--- config.mk ---
export PLATFORM = sky130hd
export DESIGN_NAME = pio_sequencer_flat
export DESIGN_NICKNAME = d
export VERILOG_FILES = /design/src/rtl/pio_sequencer_if.sv /design/src/rtl/pio_sequencer.sv /design/src/flat_wrapper.sv
export SDC_FILE = /design/constraint.sdc
export NUM_CORES = 1
export LEC_CHECK = 0
export ABC_AREA = 1
export CORE_MARGIN = 5
export CORE_UTILIZATION = 38
export DETAILED_ROUTE_END_ITERATION = 10
export MAX_ROUTING_LAYER = met4
export PLACE_DENSITY = 0.82
export SYNTH_ARGS = -nofsm -noshare
export SYNTH_HDL_FRONTEND = slang
export SYNTH_SLANG_ARGS = --single-unit
--- constraint.sdc ---
create_clock -name clk -period 2.95 [get_ports clk]
set_clock_uncertainty 0.1 [all_clocks]
set_input_delay 0.7375 -clock clk [delete_from_list [all_inputs] [get_ports clk]]
set_output_delay 0.7375 -clock clk [all_outputs]
set_load 0.005 [all_outputs]
--- src/rtl/pio_sequencer_if.sv ---
// pio_sequencer_if: bundles the per-SM push handshake and the PIO command
// port that pio_sequencer drives.
//
// Handshake: each requester i raises req[i] and holds req_data[32i+31:32i]
// stable until it sees ack[i] high in a cycle; that cycle is the transfer.
// ack is a one-cycle, one-hot pulse. A requester may re-raise req in the
// following cycle with new data. tx_full is the PIO's (one-cycle late)
// FIFO-full view.
interface pio_sequencer_if;
    logic [3:0]   req;
    logic [127:0] req_data;
    logic [3:0]   ack;
    logic [3:0]   tx_full;
    logic [3:0]   action;
    logic [4:0]   index;
    logic [1:0]   mindex;
    logic [31:0]  din;

    // Sequencer side: consumes requests, drives grants and PIO commands.
    modport master (
        input  req,
        input  req_data,
        input  tx_full,
        output ack,
        output action,
        output index,
        output mindex,
        output din
    );

    // Requester / PIO side.
    modport slave (
        output req,
        output req_data,
        output tx_full,
        input  ack,
        input  action,
        input  index,
        input  mindex,
        input  din
    );
endinterface

--- src/rtl/pio_sequencer.sv ---
// pio_sequencer: loads program and config words into one PIO after a start
// pulse, then arbitrates TX-FIFO pushes from four requesters round-robin.
//
// Optional feature macro: PIO_SEQ_RELOAD_EN. When defined, a start pulse in
// RUN restarts the whole load (RR pointer kept). When undefined, RUN is
// terminal until reset.
//
// Load pipeline: ROM address in cycle c, ROM data in c+1, beat registered
// onto the PIO outputs for cycle c+2.
module pio_sequencer #(
    parameter int PROG_LEN = 32,
    parameter int CONF_LEN = 5
) (
    input  logic                   clk,
    input  logic                   reset,
    input  logic                   start,
    output logic [4:0]             prog_addr,
    input  logic [15:0]            prog_data,
    output logic [4:0]             conf_addr,
    input  logic [37:0]            conf_data,
    pio_sequencer_if.master        pio,
    output logic                   busy,
    output logic                   ready,
    output logic [2:0]             state_dbg
);

    typedef enum logic [2:0] {
        S_IDLE  = 3'd0,
        S_PROG  = 3'd1,
        S_CONF  = 3'd2,
        S_DRAIN = 3'd3,
        S_RUN   = 3'd4
    } state_t;

    localparam logic [4:0] PROG_LAST  = 5'(PROG_LEN - 1);
    localparam logic [4:0] CONF_LAST  = 5'(CONF_LEN - 1);
    localparam logic [4:0] DRAIN_LAST = 5'd1;

    localparam logic [3:0] ACT_NONE  = 4'd0;
    localparam logic [3:0] ACT_INSTR = 4'd1;
    localparam logic [3:0] ACT_PUSH  = 4'd4;

    state_t      state;
    state_t      state_nx;
    logic [4:0]  cnt;
    logic [4:0]  cnt_nx;

    // ROM read in flight: issued last cycle, data arriving this cycle.
    logic        rd_valid;
    logic        rd_conf;
    logic [4:0]  rd_index;

    // Arbitration.
    logic [1:0]  rr_ptr;
    logic [3:0]  blk;
    logic [3:0]  eligible;
    logic        grant_vld;
    logic [1:0]  grant_idx;
    logic [1:0]  cand;
    logic [3:0]  ack_c;
    logic        reload_req;
    logic        grant_en;

    // PIO output registers.
    logic [3:0]  action_q;
    logic [4:0]  index_q;
    logic [1:0]  mindex_q;
    logic [31:0] din_q;

`ifdef PIO_SEQ_RELOAD_EN
    assign reload_req = (state == S_RUN) && start;
`else
    assign reload_req = 1'b0;
`endif

    // A reload cycle hands the PIO port back to the loader, so no grant.
    assign grant_en = (state == S_RUN) && !reload_req;

    // State and phase counter register.
    always_ff @(posedge clk or posedge reset) begin
        if (reset) begin
            state <= S_IDLE;
            cnt   <= 5'd0;
        end else begin
            state <= state_nx;
            cnt   <= cnt_nx;
        end
    end

    // Next-state logic; cnt is the address within PROG/CONF and the
    // cycle count within DRAIN.
    always_comb begin
        state_nx = state;
        cnt_nx   = cnt;
        case (state)
            S_IDLE: begin
                if (start) begin
                    state_nx = S_PROG;
                    cnt_nx   = 5'd0;
                end
            end
            S_PROG: begin
                if (cnt == PROG_LAST) begin
                    state_nx = S_CONF;
                    cnt_nx   = 5'd0;
                end else begin
                    cnt_nx = cnt + 5'd1;
                end
            end
            S_CONF: begin
                if (cnt == CONF_LAST) begin
                    state_nx = S_DRAIN;
                    cnt_nx   = 5'd0;
                end else begin
                    cnt_nx = cnt + 5'd1;
                end
            end
            S_DRAIN: begin
                if (cnt == DRAIN_LAST) begin
                    state_nx = S_RUN;
                    cnt_nx   = 5'd0;
                end else begin
                    cnt_nx = cnt + 5'd1;
                end
            end
            S_RUN: begin
                if (reload_req) begin
                    state_nx = S_PROG;
                    cnt_nx   = 5'd0;
                end
            end
            default: begin
                state_nx = S_IDLE;
                cnt_nx   = 5'd0;
            end
        endcase
    end

    // ROM addresses are only non-zero inside their own phase.
    assign prog_addr = (state == S_PROG) ? cnt : 5'd0;
    assign conf_addr = (state == S_CONF) ? cnt : 5'd0;

    assign busy      = (state == S_PROG) || (state == S_CONF) || (state == S_DRAIN);
    assign ready     = (state == S_RUN);
    assign state_dbg = state;

    // Track the ROM read issued this cycle so the beat can be formed when
    // the data returns.
    always_ff @(posedge clk or posedge reset) begin
        if (reset) begin
            rd_valid <= 1'b0;
            rd_conf  <= 1'b0;
            rd_index <= 5'd0;
        end else begin
            rd_valid <= (state == S_PROG) || (state == S_CONF);
            rd_conf  <= (state == S_CONF);
            rd_index <= cnt;
        end
    end

    // Round-robin pick: scan from rr_ptr upwards, first eligible SM wins.
    // blk masks an SM for the cycle after its push, before tx_full can
    // reflect that push.
    always_comb begin
        eligible  = pio.req & ~pio.tx_full & ~blk;
        grant_vld = 1'b0;
        grant_idx = 2'd0;
        cand      = 2'd0;
        ack_c     = 4'd0;
        if (grant_en) begin
            for (int off = 0; off < 4; off++) begin
                cand = rr_ptr + 2'(off);
                if (!grant_vld && eligible[cand]) begin
                    grant_vld = 1'b1;
                    grant_idx = cand;
                end
            end
        end
        if (grant_vld) begin
            ack_c[grant_idx] = 1'b1;
        end
    end

    assign pio.ack = ack_c;

    // RR pointer and one-cycle post-push block; pointer survives reloads.
    always_ff @(posedge clk or posedge reset) begin
        if (reset) begin
            rr_ptr <= 2'd0;
            blk    <= 4'd0;
        end else begin
            blk <= ack_c;
            if (grant_vld) begin
                rr_ptr <= grant_idx + 2'd1;
            end
        end
    end

    // PIO command register: load beats, push beats, or an idle beat.
    always_ff @(posedge clk or posedge reset) begin
        if (reset) begin
            action_q <= ACT_NONE;
            index_q  <= 5'd0;
            mindex_q <= 2'd0;
            din_q    <= 32'd0;
        end else if (rd_valid && rd_conf) begin
            // Config words pass straight through, action 0 included.
            action_q <= conf_data[35:32];
            index_q  <= 5'd0;
            mindex_q <= conf_data[37:36];
            din_q    <= conf_data[31:0];
        end else if (rd_valid) begin
            action_q <= ACT_INSTR;
            index_q  <= rd_index;
            mindex_q <= 2'd0;
            din_q    <= {16'h0000, prog_data};
        end else if (grant_vld) begin
            action_q <= ACT_PUSH;
            index_q  <= 5'd0;
            mindex_q <= grant_idx;
            din_q    <= pio.req_data[{grant_idx, 5'd0} +: 32];
        end else begin
            action_q <= ACT_NONE;
            index_q  <= 5'd0;
            mindex_q <= 2'd0;
            din_q    <= 32'd0;
        end
    end

    assign pio.action = action_q;
    assign pio.index  = index_q;
    assign pio.mindex = mindex_q;
    assign pio.din    = din_q;

endmodule

--- src/flat_wrapper.sv ---
// flat-port wrapper written by rule: the top's interface ports become plain ports
module pio_sequencer_flat 
#(
    parameter int PROG_LEN = 32,
    parameter int CONF_LEN = 5
)
  (clk, reset, start, prog_addr, prog_data, conf_addr, conf_data, busy, ready, state_dbg, pio_req, pio_req_data, pio_tx_full, pio_ack, pio_action, pio_index, pio_mindex, pio_din);
  pio_sequencer_if pio_i ();
  input  logic clk;
  input  logic reset;
  input  logic start;
  output logic [4:0] prog_addr;
  input  logic [15:0] prog_data;
  output logic [4:0] conf_addr;
  input  logic [37:0] conf_data;
  output logic busy;
  output logic ready;
  output logic [2:0] state_dbg;
  input wire logic [$bits(pio_i.req)-1:0] pio_req;
  input wire logic [$bits(pio_i.req_data)-1:0] pio_req_data;
  input wire logic [$bits(pio_i.tx_full)-1:0] pio_tx_full;
  output wire logic [$bits(pio_i.ack)-1:0] pio_ack;
  output wire logic [$bits(pio_i.action)-1:0] pio_action;
  output wire logic [$bits(pio_i.index)-1:0] pio_index;
  output wire logic [$bits(pio_i.mindex)-1:0] pio_mindex;
  output wire logic [$bits(pio_i.din)-1:0] pio_din;
  assign pio_i.req = pio_req;
  assign pio_i.req_data = pio_req_data;
  assign pio_i.tx_full = pio_tx_full;
  assign pio_ack = pio_i.ack;
  assign pio_action = pio_i.action;
  assign pio_index = pio_i.index;
  assign pio_mindex = pio_i.mindex;
  assign pio_din = pio_i.din;
  pio_sequencer #(.PROG_LEN(PROG_LEN), .CONF_LEN(CONF_LEN)) u_core (.clk(clk), .reset(reset), .start(start), .prog_addr(prog_addr), .prog_data(prog_data), .conf_addr(conf_addr), .conf_data(conf_data), .pio(pio_i), .busy(busy), .ready(ready), .state_dbg(state_dbg));
endmodule
Word-level counts from Yosys, hierarchy flattened
Index checks and enable logic that the tools add are counted.
{"block": "classes", "eq_ne": 11, "reduce_logical": 13, "bitwise_logic": 5, "n_shift": 1, "n_mux": 47, "n_addsub": 5, "order_cmp": 6}
{"operator": "$shiftx 128x8->32", "n": 1}
{"operator": "$mux 32", "n": 3}
{"operator": "$mux 5", "n": 8}
{"operator": "$pmux 5 s5", "n": 1}
{"operator": "$mux 2", "n": 8}
{"operator": "$lt 2x3->1 const B", "n": 5}
{"operator": "$mux 3", "n": 5}
{"operator": "$pmux 3 s5", "n": 1}
{"operator": "$mux 1", "n": 13}
{"operator": "$mux 4", "n": 3}
{"operator": "$and 4x4->4", "n": 2}
{"operator": "$bmux 1 s2", "n": 4}
{"operator": "$not 4->4", "n": 2}
{"operator": "$eq 3x2->1 const B", "n": 2}
{"operator": "$ne 2x1->1 const B", "n": 3}
{"operator": "$add 5x1->5 const B", "n": 1}
{"operator": "$eq 5x1->1 const B", "n": 1}
{"operator": "$eq 5x3->1 const B", "n": 1}
{"operator": "$eq 5x5->1 const B", "n": 1}
{"operator": "$logic_and 1x1->1", "n": 5}
{"operator": "$reduce_and 5->1", "n": 1}
{"operator": "$add 2x1->2 const B", "n": 2}
{"operator": "$add 2x2->2 const B", "n": 2}
{"operator": "$eq 3x1->1 const B", "n": 1}
{"operator": "9 further kinds", "n": 12}
{"block": "word_totals", "wordCells": 99, "reg_bits": 64, "inputBits": 193}

Logic depth before layout (Yosys ltp)
Gate-level depths: netlist of run 1.
{"block": "depth", "word_depth": 24, "mapped_depth": 17, "mapped_depth_nobuf": 14}

Least setup slack after synthesis of run 1
No wires, ideal clock.
{"block": "synth_timing", "path_kind": "input port to output port", "from": "in pio_tx_full[2]", "to": "out pio_ack[1]", "arrival_ps": 2021, "path_slack_ps": 91, "cell_stages": 14, "path_cell_list": "inv_1 -> nand4_1 -> nand2_1 -> nor2_1 -> nand2_1 -> nand2_1 -> nand2_1 -> nand2_2 -> nand2_2 -> buf_2 -> inv_1 -> ha_1 -> inv_1 -> nor2_1"}
{"block": "synth_via", "elab_chain_cells": 24, "word_cells_on_any_way": 36, "cone_classes": "order compare: 2; mux: 24; bitwise: 3; reduce/logical: 7"}
{"item": "from (decl)", "line": "flat_wrapper.sv:21", "text": "input wire logic [$bits(pio_i.tx_full)-1:0] pio_tx_full;"}
{"item": "$not 4->4 *", "line": "pio_sequencer.sv:165", "text": "eligible = pio.req & ~pio.tx_full & ~blk;"}
{"item": "$and 4x4->4 * (2 in series)", "line": "pio_sequencer.sv:165"}
{"item": "$bmux 1 s2", "line": "pio_sequencer.sv:173", "text": "if (!grant_vld && eligible[cand]) begin"}
{"item": "$mux 1 (implied by the code)", "line": "pio_sequencer.sv:173"}
{"item": "$mux 1", "line": "pio_sequencer.sv:173"}
{"item": "$mux 1", "line": "pio_sequencer.sv:170", "text": "if (grant_en) begin"}
{"item": "$logic_not 1->1", "line": "pio_sequencer.sv:173"}
{"item": "$logic_and 1x1->1", "line": "pio_sequencer.sv:173"}
{"item": "[... 7 more ...]"}
{"item": "$logic_and 1x1->1", "line": "pio_sequencer.sv:173"}
{"item": "$mux 2", "line": "pio_sequencer.sv:173"}
{"item": "$mux 2", "line": "pio_sequencer.sv:170"}
{"item": "$lt 2x3->1 (implied by the code) / $ge 2x1->1 (equally long branches)", "line": "pio_sequencer.sv:180", "text": "ack_c[grant_idx] = 1'b1;"}
{"item": "$logic_and 1x1->1 (implied by the code)", "line": "pio_sequencer.sv:180"}
{"item": "$mux 1 (implied by the code)", "line": "pio_sequencer.sv:180"}
{"item": "$demux 1 s2"}
{"item": "$mux 4 *", "line": "pio_sequencer.sv:179", "text": "if (grant_vld) begin"}
{"item": "to (decl)", "line": "flat_wrapper.sv:22", "text": "output wire logic [$bits(pio_i.ack)-1:0] pio_ack;"}
Mark *: on every way between the ends. The rest lies on a longest branch, timed or not. The select of a mux whose other input is x is not followed.

Worst setup path after layout of run 1
{"block": "layout_timing", "from": "reg u_core.rr_ptr[0]", "to": "out pio_ack[3]"}
{"block": "layout_via", "elab_chain_cells": 21, "word_cells_on_any_way": 36, "cone_classes": "add/sub: 3; order compare: 2; mux: 24; reduce/logical: 7"}
{"item": "from (decl)", "line": "pio_sequencer.sv:54", "text": "logic [1:0] rr_ptr;"}
{"item": "from (signal assigned)", "line": "pio_sequencer.sv:194", "text": "rr_ptr <= grant_idx + 2'd1;"}
{"item": "$bmux 1 s2", "line": "pio_sequencer.sv:173"}
{"item": "$mux 1 (implied by the code)", "line": "pio_sequencer.sv:173"}
{"item": "$mux 1", "line": "pio_sequencer.sv:173"}
{"item": "$mux 1", "line": "pio_sequencer.sv:170"}
{"item": "$logic_not 1->1", "line": "pio_sequencer.sv:173"}
{"item": "$logic_and 1x1->1", "line": "pio_sequencer.sv:173"}
{"item": "$mux 1", "line": "pio_sequencer.sv:173"}
{"item": "$mux 1", "line": "pio_sequencer.sv:170"}
{"item": "[... 5 more ...]"}
{"item": "$logic_and 1x1->1", "line": "pio_sequencer.sv:173"}
{"item": "$mux 2", "line": "pio_sequencer.sv:173"}
{"item": "$mux 2", "line": "pio_sequencer.sv:170"}
{"item": "$lt 2x3->1 (implied by the code) / $ge 2x1->1 (equally long branches)", "line": "pio_sequencer.sv:180"}
{"item": "$logic_and 1x1->1 (implied by the code)", "line": "pio_sequencer.sv:180"}
{"item": "$mux 1 (implied by the code)", "line": "pio_sequencer.sv:180"}
{"item": "$demux 1 s2"}
{"item": "$mux 4 *", "line": "pio_sequencer.sv:179"}
Marked as above.

==> metrics.txt, run 1 <==
# TYPE chip_impl_metric gauge
chip_impl_info{name="status",value="finished with violations"} 1
chip_impl_info{name="violations",value="negative setup slack"} 1
chip_impl_metric{name="layout-area-overhead-vs-synth",unit="%"} 75.16
chip_impl_metric{name="fin_crit_sh",unit=""} 1.056
chip_impl_metric{name="die-width",unit="um"} 114.6
chip_impl_info{name="cp-start-kind",value="flip-flop"} 1
chip_impl_metric{name="fmax",unit="MHz"} 321.2
chip_impl_metric{name="detailed_route_via_count",unit=""} 5299
chip_impl_info{name="timing_worst_setup_path_type",value="reg2out"} 1
chip_impl_metric{name="finalWeightedCongestion",unit=""} 0.9404
chip_impl_info{name="hold_path_class",value="reg2reg"} 1
chip_impl_metric{name="port_bufs",unit=""} 254
chip_impl_metric{name="synth-seq-area-share",unit=""} 0.3854
chip_impl_metric{name="routed_wl",unit="um"} 16880
chip_impl_metric{name="finalWorstPathRequiredPeriod",unit="ps"} 3114
chip_impl_metric{name="number_of_maximum_capacitance_violations",unit=""} 0
chip_impl_info{name="clockRootBuffer",value="clkbuf_8"} 1
chip_impl_metric{name="route.detailed.wl_per_inst",unit="um"} 16.63
chip_impl_metric{name="finalSetupViolCount",unit=""} 4
chip_impl_metric{name="grt_start_max_net_pins",unit=""} 67
chip_impl_metric{name="num-nets-final",unit=""} 1070
chip_impl_metric{name="ys_ff_latch",unit=""} 64
chip_impl_info{name="cell_taking_the_most_area_after_synthesis",value="dfrtp_1"} 1
chip_impl_metric{name="placed_area",unit="sq mm"} 0.006835
chip_impl_metric{name="timing.final.max_slew_violations",unit=""} 0
chip_impl_metric{name="cts_buf_count",unit=""} 9
chip_impl_metric{name="cp_data_arrival_time",unit="ps"} 2280
chip_impl_metric{name="power.ir.vdd_worst",unit="V"} 0.0006698
chip_impl_metric{name="clk-insertion-delay-late",unit="ps"} 350
chip_impl_metric{name="die-area",unit="sq mm"} 0.01313
chip_impl_info{name="nature_of_the_critical_path_endpoint",value="output port"} 1
chip_impl_info{name="grt_setup_unrepaired",value="yes"} 1
chip_impl_metric{name="synth_largest_type_area_fraction",unit=""} 0.3854
chip_impl_metric{name="num_io_pins",unit=""} 255
chip_impl_info{name="ff_to_ff_end",value="u_core.pio.din[3]"} 1
chip_impl_info{name="min_delay_worst_endpoint",value="u_core.rd_index[3]"} 1
chip_impl_metric{name="antenna_found_initial",unit=""} 1
chip_impl_metric{name="grt.overflow.total",unit=""} 0
chip_impl_metric{name="syn_area",unit="sq mm"} 0.004155
chip_impl_metric{name="reg2reg_setup_slack",unit="ps"} 250
chip_impl_metric{name="layout-drive-gt1-share",unit=""} 0.1190
chip_impl_metric{name="post_detail_place_hpwl",unit="um"} 12400
chip_impl_metric{name="final_core_utilization",unit=""} 0.6744
chip_impl_metric{name="ys.warnings.count",unit=""} 0
chip_impl_metric{name="drt_drc_violations_left",unit=""} 0
chip_impl_info{name="yosys-top-cells-area",value="dfrtp_1 39%, nand3_1 23%, nand2_1 16%, inv_1 4.4%, nor2_1 2.7%"} 1
chip_impl_metric{name="pwr_density_cell",unit="mW/mm^2"} 676.4
chip_impl_metric{name="firstDrtPassIters",unit=""} 6
chip_impl_metric{name="grt_use_total",unit=""} 0.2542
chip_impl_metric{name="slack_of_the_critical_path",unit="ps"} -163.8
chip_impl_metric{name="worst_setup_hold_path_clk_slew",unit="ps"} 80
chip_impl_metric{name="first_global_vias",unit=""} 5146
chip_impl_metric{name="ff2ff_path_depth",unit=""} 14
chip_impl_metric{name="postRouteAntennaNets",unit=""} 0
chip_impl_metric{name="grt_first_pass_wirelength",unit="um"} 25670
chip_impl_metric{name="initial_drc_count",unit=""} 405
chip_impl_metric{name="cp_data_required_time",unit="ps"} 2110
chip_impl_metric{name="synth_area_per_cell",unit="sq um"} 6.834
chip_impl_metric{name="route.detailed.vias_per_inst",unit=""} 5.221
chip_impl_metric{name="cp_max_fo",unit=""} 8
chip_impl_metric{name="clock_sink_count",unit=""} 64
chip_impl_metric{name="syn-instance-count",unit=""} 608
chip_impl_info{name="rr_startpoint",value="u_core.rr_ptr[0]"} 1
chip_impl_metric{name="finalHoldViolations",unit=""} 0
chip_impl_info{name="hold_path_startpoint",value="u_core.cnt[3]"} 1
chip_impl_metric{name="fin_setup_tns",unit="ps"} -528.1
chip_impl_metric{name="relSlewSlack",unit=""} 0.5385
chip_impl_metric{name="synth_cell_types",unit=""} 24
chip_impl_metric{name="min_delay_path_depth",unit=""} 0
chip_impl_metric{name="cts_h_tree_depth",unit=""} 3
chip_impl_metric{name="synth_fp_nets",unit=""} 809
chip_impl_metric{name="hold_buffers",unit=""} 0
chip_impl_metric{name="worstMarginPinSlew",unit="ps"} 692.2
chip_impl_metric{name="fp.coreArea",unit="sq mm"} 0.01079
chip_impl_metric{name="leakage",unit="nW"} 3.386
chip_impl_metric{name="floorplan.die.height",unit="um"} 114.6
chip_impl_metric{name="cts-root-to-sink-buffers",unit=""} 2
chip_impl_metric{name="final_area",unit="sq mm"} 0.007278
chip_impl_metric{name="preCtsSetupSlack",unit="ps"} -934.2
chip_impl_metric{name="placement_rows",unit=""} 38
chip_impl_metric{name="floorplan.initialDensity",unit=""} 0.3850
chip_impl_info{name="tritoncts_clock_tree",value="built"} 1
==> power breakdown <==
part           internal (mW)  switching (mW)
sequential              1.11           0.123
combinational           1.25            1.66
clock                  0.399           0.388
==> worst max path at each step <==
stage,from,endpoint,slack [ps]
floorplan,pio_tx_full[2],pio_ack[1],90
global placement,pio_req[0],pio_ack[2],-790
detailed placement,pio_tx_full[2],pio_ack[3],-930
CTS,u_core.rr_ptr[0],pio_ack[3],-90
global route,u_core.rr_ptr[0],pio_ack[3],-290
finish,u_core.rr_ptr[0],pio_ack[3],-160
==> cell type report <==
cell class              count  area (sq um)
multi-input cells         453          2272
inverters                  51         211.5
fillers                   890          3515
clock buffers               9         123.9
clock inverters             7         77.57
flip-flops and latches     64          1603
diodes                      1         2.502
well taps                 140         175.2
repair buffers            290          2813
==> synthesized netlist by cell type <==
| cell type | n |
|---|---|
| nand3_1 | 195 |
| nand2_1 | 182 |
| dfrtp_1 | 64 |
| inv_1 | 49 |
| nor2_1 | 30 |
| clkbuf_1 | 13 |
| o21ai_0 | 12 |
| buf_2 | 10 |
| buf_4 | 10 |
| nand4_1 | 9 |
| ha_1 | 8 |
| buf_6 | 6 |
| a21oi_1 | 3 |
| nand2_2 | 3 |
| nor3_1 | 3 |
| inv_2 | 2 |
| nand2_4 | 2 |
| a31oi_1 | 1 |
| buf_1 | 1 |
| nand3_2 | 1 |
| o211ai_1 | 1 |
| xnor2_1 | 1 |
| xor2_1 | 1 |
| xor2_2 | 1 |
==> worst max-delay path: stages (launching register included) <==
cell and delay, ps:
dfrtp_2 510, buf_4 180, nand4_1 110, nand3_1 130
nand2_4 120, nand2_2 90, nand2_1 80, nand2_1 60
nand2_2 110, nand2_8 90, inv_8 80, ha_4 130
inv_2 40, nor2_4 80, buf_2 120
==> placed cells by master, fill, tap and decap left out, types with 2 or more instances in the layout <==
| cell | synthesis | final |
|---|---|---|
| buf_6 | 6 | 2 |
| nor2_1 | 30 | 24 |
| inv_4 | 0 | 3 |
| ha_1 | 8 | 4 |
| nor2_2 | 0 | 3 |
| buf_2 | 10 | 5 |
| inv_2 | 2 | 6 |
| buf_12 | 0 | 2 |
| nand4_1 | 9 | 9 |
| o21ai_0 | 12 | 11 |
| nor3_1 | 3 | 2 |
| buf_4 | 10 | 33 |
| nand2_4 | 2 | 3 |
| clkdlybuf4s15_1 | 0 | 5 |
| nand2_2 | 3 | 11 |
| clkbuf_8 | 0 | 9 |
| clkdlybuf4s50_1 | 0 | 242 |
| dfrtp_1 | 64 | 63 |
| inv_6 | 0 | 4 |
| nor2_4 | 0 | 3 |
| nand3_2 | 1 | 4 |
| inv_1 | 49 | 40 |
| ha_4 | 0 | 4 |
| nand2_1 | 182 | 172 |
| a21oi_1 | 3 | 3 |
| nand3_1 | 195 | 192 |
==> metrics by stage <==
step	instances	hold slack, ps	power (mW)
3_5_place_dp	986	300.5	3.849
2_1_floorplan	608	274.4	2.801
3_3_place_gp	986	296.2	3.773
5_1_grt	1015	344.9	5.298
4_1_cts	1013	319.3	4.798
6_report	1015	320.7	4.923
==> registers in the layout, summed over array words and instances (netlist names) <==
name	flops
u_core.blk	4
u_core.cnt	5
u_core.pio.action	4
u_core.pio.din	32
u_core.pio.index	5
u_core.pio.mindex	2
u_core.rd_conf	1
u_core.rd_index	5
u_core.rd_valid	1
u_core.rr_ptr	2
u_core.state_dbg	3
==> kinds of logic after synthesis <==
group / count (synthesis) / synth area share
buffers and inverters: 91 / 0.1051
adder cells (fa/ha/maj): 8 / 0.02409
flip-flops: 64 / 0.3854
AND/OR/NAND/NOR: 425 / 0.4559
XOR/XNOR: 3 / 0.008132
AO/OA/AOI/OAI: 17 / 0.02138
==> per-layer routing <==
metal	global-route usage	vias to the layer above	share of wire
li1	-	2503	-
met1	0.2864	2453	0.37
met2	0.4439	296	0.51
met3	0.05814	47	0.088
met4	0.08393	0	0.032
met5	-	-	0
==> timing repair <==
item | 4_1_cts | 5_1_grt
endpoints found under the setup margin | 6 | 4
pin swaps | 32 | 13
gates resized for setup | 72 | 18
buffers inserted | 11 | 1
(Power assumes the default switching activity.)
==> run 2: changes to the inputs <==
- CTS_CLUSTER_SIZE: default -> 24
==> results of run 2 <==
No change in the layout: final DEF, timing and power equal those of run 1.
==> run 3: changes to the inputs <==
- GPL_ROUTABILITY_DRIVEN: default -> 0
==> run 3 against run 2 <==
  * The flow still finishes with violations (negative setup slack)
  * Via count rose by 1.6%
  * Clock power increased by 10%
  * Sequential share of layout area is 0.23 points lower
  * Setup slack got worse by 130 ps
  * Clock-buffer cell count unchanged
  * Register-to-register slack got worse by 110 ps
  * Maximum frequency shrank 3.9%
  * Sequential power about the same
  * Core utilization increased by 0.78 points
  * Largest cell class unchanged
  * Largest power group unchanged
==> metrics.txt, run 3 (synthesis gave the netlist of run 1 again) <==
# TYPE chip_impl_metric gauge
chip_impl_info{name="status",value="finished with violations"} 1
chip_impl_info{name="violations",value="negative setup slack"} 1
chip_impl_info{name="cp-start-kind",value="flip-flop"} 1
chip_impl_metric{name="placement_rows",unit=""} 38
chip_impl_metric{name="num-nets-final",unit=""} 1076
chip_impl_metric{name="drt_drc_violations_left",unit=""} 0
chip_impl_info{name="most-common-layout-cells",value="242 x clkdlybuf4s50_1, 192 x nand3_1, 175 x nand2_1"} 1
chip_impl_metric{name="nFillCells",unit=""} 869
chip_impl_metric{name="finalWorstPathRequiredPeriod",unit="ps"} 3240
chip_impl_metric{name="timing.final.max_slew_violations",unit=""} 0
chip_impl_metric{name="finalSetupViolCount",unit=""} 4
chip_impl_metric{name="floorplan.die.height",unit="um"} 114.6
chip_impl_metric{name="cts-root-to-sink-buffers",unit=""} 2
chip_impl_metric{name="grt_first_pass_wirelength",unit="um"} 26840
chip_impl_metric{name="total_power",unit="mW"} 5.131
chip_impl_metric{name="flip_flop_count_of_the_largest_register_all_copies_and_words_added",unit=""} 32
chip_impl_metric{name="relSlewSlack",unit=""} 0.5149
chip_impl_metric{name="clk-insertion-delay-late",unit="ps"} 350
chip_impl_metric{name="number_of_maximum_capacitance_violations",unit=""} 0
chip_impl_metric{name="initial_drc_count",unit=""} 418
chip_impl_metric{name="preCtsSetupSlack",unit="ps"} -933.7
chip_impl_metric{name="floorplan.initialDensity",unit=""} 0.3850
chip_impl_metric{name="antennaDiodeCount",unit=""} 0
chip_impl_metric{name="hold_buffers",unit=""} 0
chip_impl_metric{name="grt.overflow.total",unit=""} 0
chip_impl_metric{name="cp_data_arrival_time",unit="ps"} 2400
chip_impl_metric{name="worst_setup_hold_path_clk_slew",unit="ps"} 80
chip_impl_metric{name="clock_sink_count",unit=""} 64
chip_impl_metric{name="slack_of_the_critical_path",unit="ps"} -290.1
chip_impl_metric{name="route.detailed.vias_per_inst",unit=""} 5.277
chip_impl_metric{name="cts_buf_count",unit=""} 9
chip_impl_info{name="timing_worst_setup_path_type",value="reg2out"} 1
chip_impl_info{name="nature_of_the_critical_path_endpoint",value="output port"} 1
chip_impl_metric{name="antenna_found_initial",unit=""} 0
chip_impl_metric{name="grt_use_total",unit=""} 0.2658
chip_impl_metric{name="first_global_vias",unit=""} 5378
chip_impl_metric{name="die-width",unit="um"} 114.6
chip_impl_metric{name="postRouteAntennaNets",unit=""} 0
chip_impl_metric{name="grt_start_max_net_pins",unit=""} 67
chip_impl_metric{name="final_core_utilization",unit=""} 0.6821
chip_impl_metric{name="worstMarginPinSlew",unit="ps"} 725.9
chip_impl_metric{name="fin_crit_sh",unit=""} 1.098
chip_impl_metric{name="cp_data_required_time",unit="ps"} 2110
chip_impl_metric{name="num_io_pins",unit=""} 255
chip_impl_metric{name="die-area",unit="sq mm"} 0.01313
chip_impl_metric{name="layout-drive-gt1-share",unit=""} 0.1193
chip_impl_metric{name="routed_wl",unit="um"} 17530
chip_impl_metric{name="finalHoldViolations",unit=""} 0
chip_impl_metric{name="fp.coreArea",unit="sq mm"} 0.01079
chip_impl_info{name="hold_path_class",value="reg2reg"} 1
chip_impl_metric{name="fmax",unit="MHz"} 308.6
chip_impl_metric{name="route.detailed.wl_per_inst",unit="um"} 17.19
chip_impl_metric{name="cp_max_fo",unit=""} 8
chip_impl_metric{name="post_detail_place_hpwl",unit="um"} 12660
chip_impl_info{name="clockRootBuffer",value="clkbuf_8"} 1
chip_impl_metric{name="firstDrtPassIters",unit=""} 6
chip_impl_metric{name="leakage",unit="nW"} 3.427
chip_impl_metric{name="port_bufs",unit=""} 254
chip_impl_metric{name="detailed_route_via_count",unit=""} 5383
chip_impl_metric{name="pwr_density_cell",unit="mW/mm^2"} 696.9
chip_impl_info{name="tritoncts_clock_tree",value="built"} 1
chip_impl_metric{name="power.ir.vdd_worst",unit="V"} 0.0007704
chip_impl_metric{name="layout-area-overhead-vs-synth",unit="%"} 77.18
chip_impl_info{name="grt_setup_unrepaired",value="yes"} 1
chip_impl_info{name="most_common_cell_after_layout_fill_and_taps_aside",value="clkdlybuf4s50_1"} 1
chip_impl_metric{name="cts_h_tree_depth",unit=""} 3
-- run 3: cell count changes in the layout (fill, tap and decap cells not counted), moves of 2 or more --
cell	delta
nand2_1	+3
buf_4	+5
dlygate4sd2_1	+2
nand2_2	-2
-- run 3: final cells by class --
type | instances | area (sq um) | share of cell area
Timing Repair Buffer | 296 | 2869 | 0.3897
Multi-Input combinational cell | 453 | 2278 | 0.3095
Sequential cell | 64 | 1604 | 0.2179
Inverter | 51 | 209.0 | 0.02838
Tap cell | 140 | 175.2 | 0.02379
Clock buffer | 9 | 123.9 | 0.01683
Clock inverter | 7 | 102.6 | 0.01394
-- run 3: stage by stage --
stage	setup TNS [ps]	area [sq um]	std cells	hold slack, ps
floorplan	0	4155	608	274.4
global placement	-3547	6843	987	299.0
detailed placement	-8478	6843	987	316.1
CTS	-453.0	7247	1017	339.8
global route	-1382	7362	1020	368.0
finish	-965.2	7362	1020	334.1
-- run 3: per-layer routing --
| metal | vias to the layer above | GRT usage | share of wire |
|---|---|---|---|
| li1 | 2518 | - | - |
| met1 | 2472 | 0.3017 | 0.36 |
| met2 | 320 | 0.4470 | 0.50 |
| met3 | 73 | 0.05233 | 0.087 |
| met4 | 0 | 0.1298 | 0.050 |
| met5 | - | - | 0 |
-- run 3: worst max-delay path, stage by stage, from the launching register on --
cell,delay (ps)
dfrtp_2,520
buf_6,160
nand4_1,100
nand2_2,90
nor2_4,190
nand2_2,110
nand2_1,90
nand2_1,80
nand2_2,130
nand2_8,100
inv_8,80
ha_4,130
inv_2,40
nor2_4,90
buf_2,130
-- run 3: worst paths after layout --
| kind | from | endpoint | slack (ps) | cells after the start |
|---|---|---|---|---|
| hold reg to reg | u_core.cnt[3] | u_core.rd_index[3] | 330 | 0 |
| hold / removal | u_core.cnt[3] | u_core.rd_index[3] | 330 | 0 |
| setup / recovery | u_core.rr_ptr[0] | pio_ack[1] | -290 | 14 |
| max in group asynchronous | reset | u_core.pio.din[0] | 1460 | 3 |
| min in group asynchronous | reset | u_core.pio.action[3] | 650 | 2 |
| setup reg to reg | u_core.rr_ptr[0] | u_core.pio.din[26] | 140 | 14 |
-- run 3: power breakdown --
part	leakage (nW)	switching [mW]	internal, mW
Sequential	0.855	0.134	1.11
Combinational	2.46	1.73	1.29
Clock	0.110	0.383	0.484
Total	3.43	2.25	2.88
-- run 3: what timing repair did --
item | CTS | global route
setup endpoints to repair | 4 | 9
gates resized for setup | 63 | 21
pin swaps | 28 | 15
buffers inserted | 14 | 3
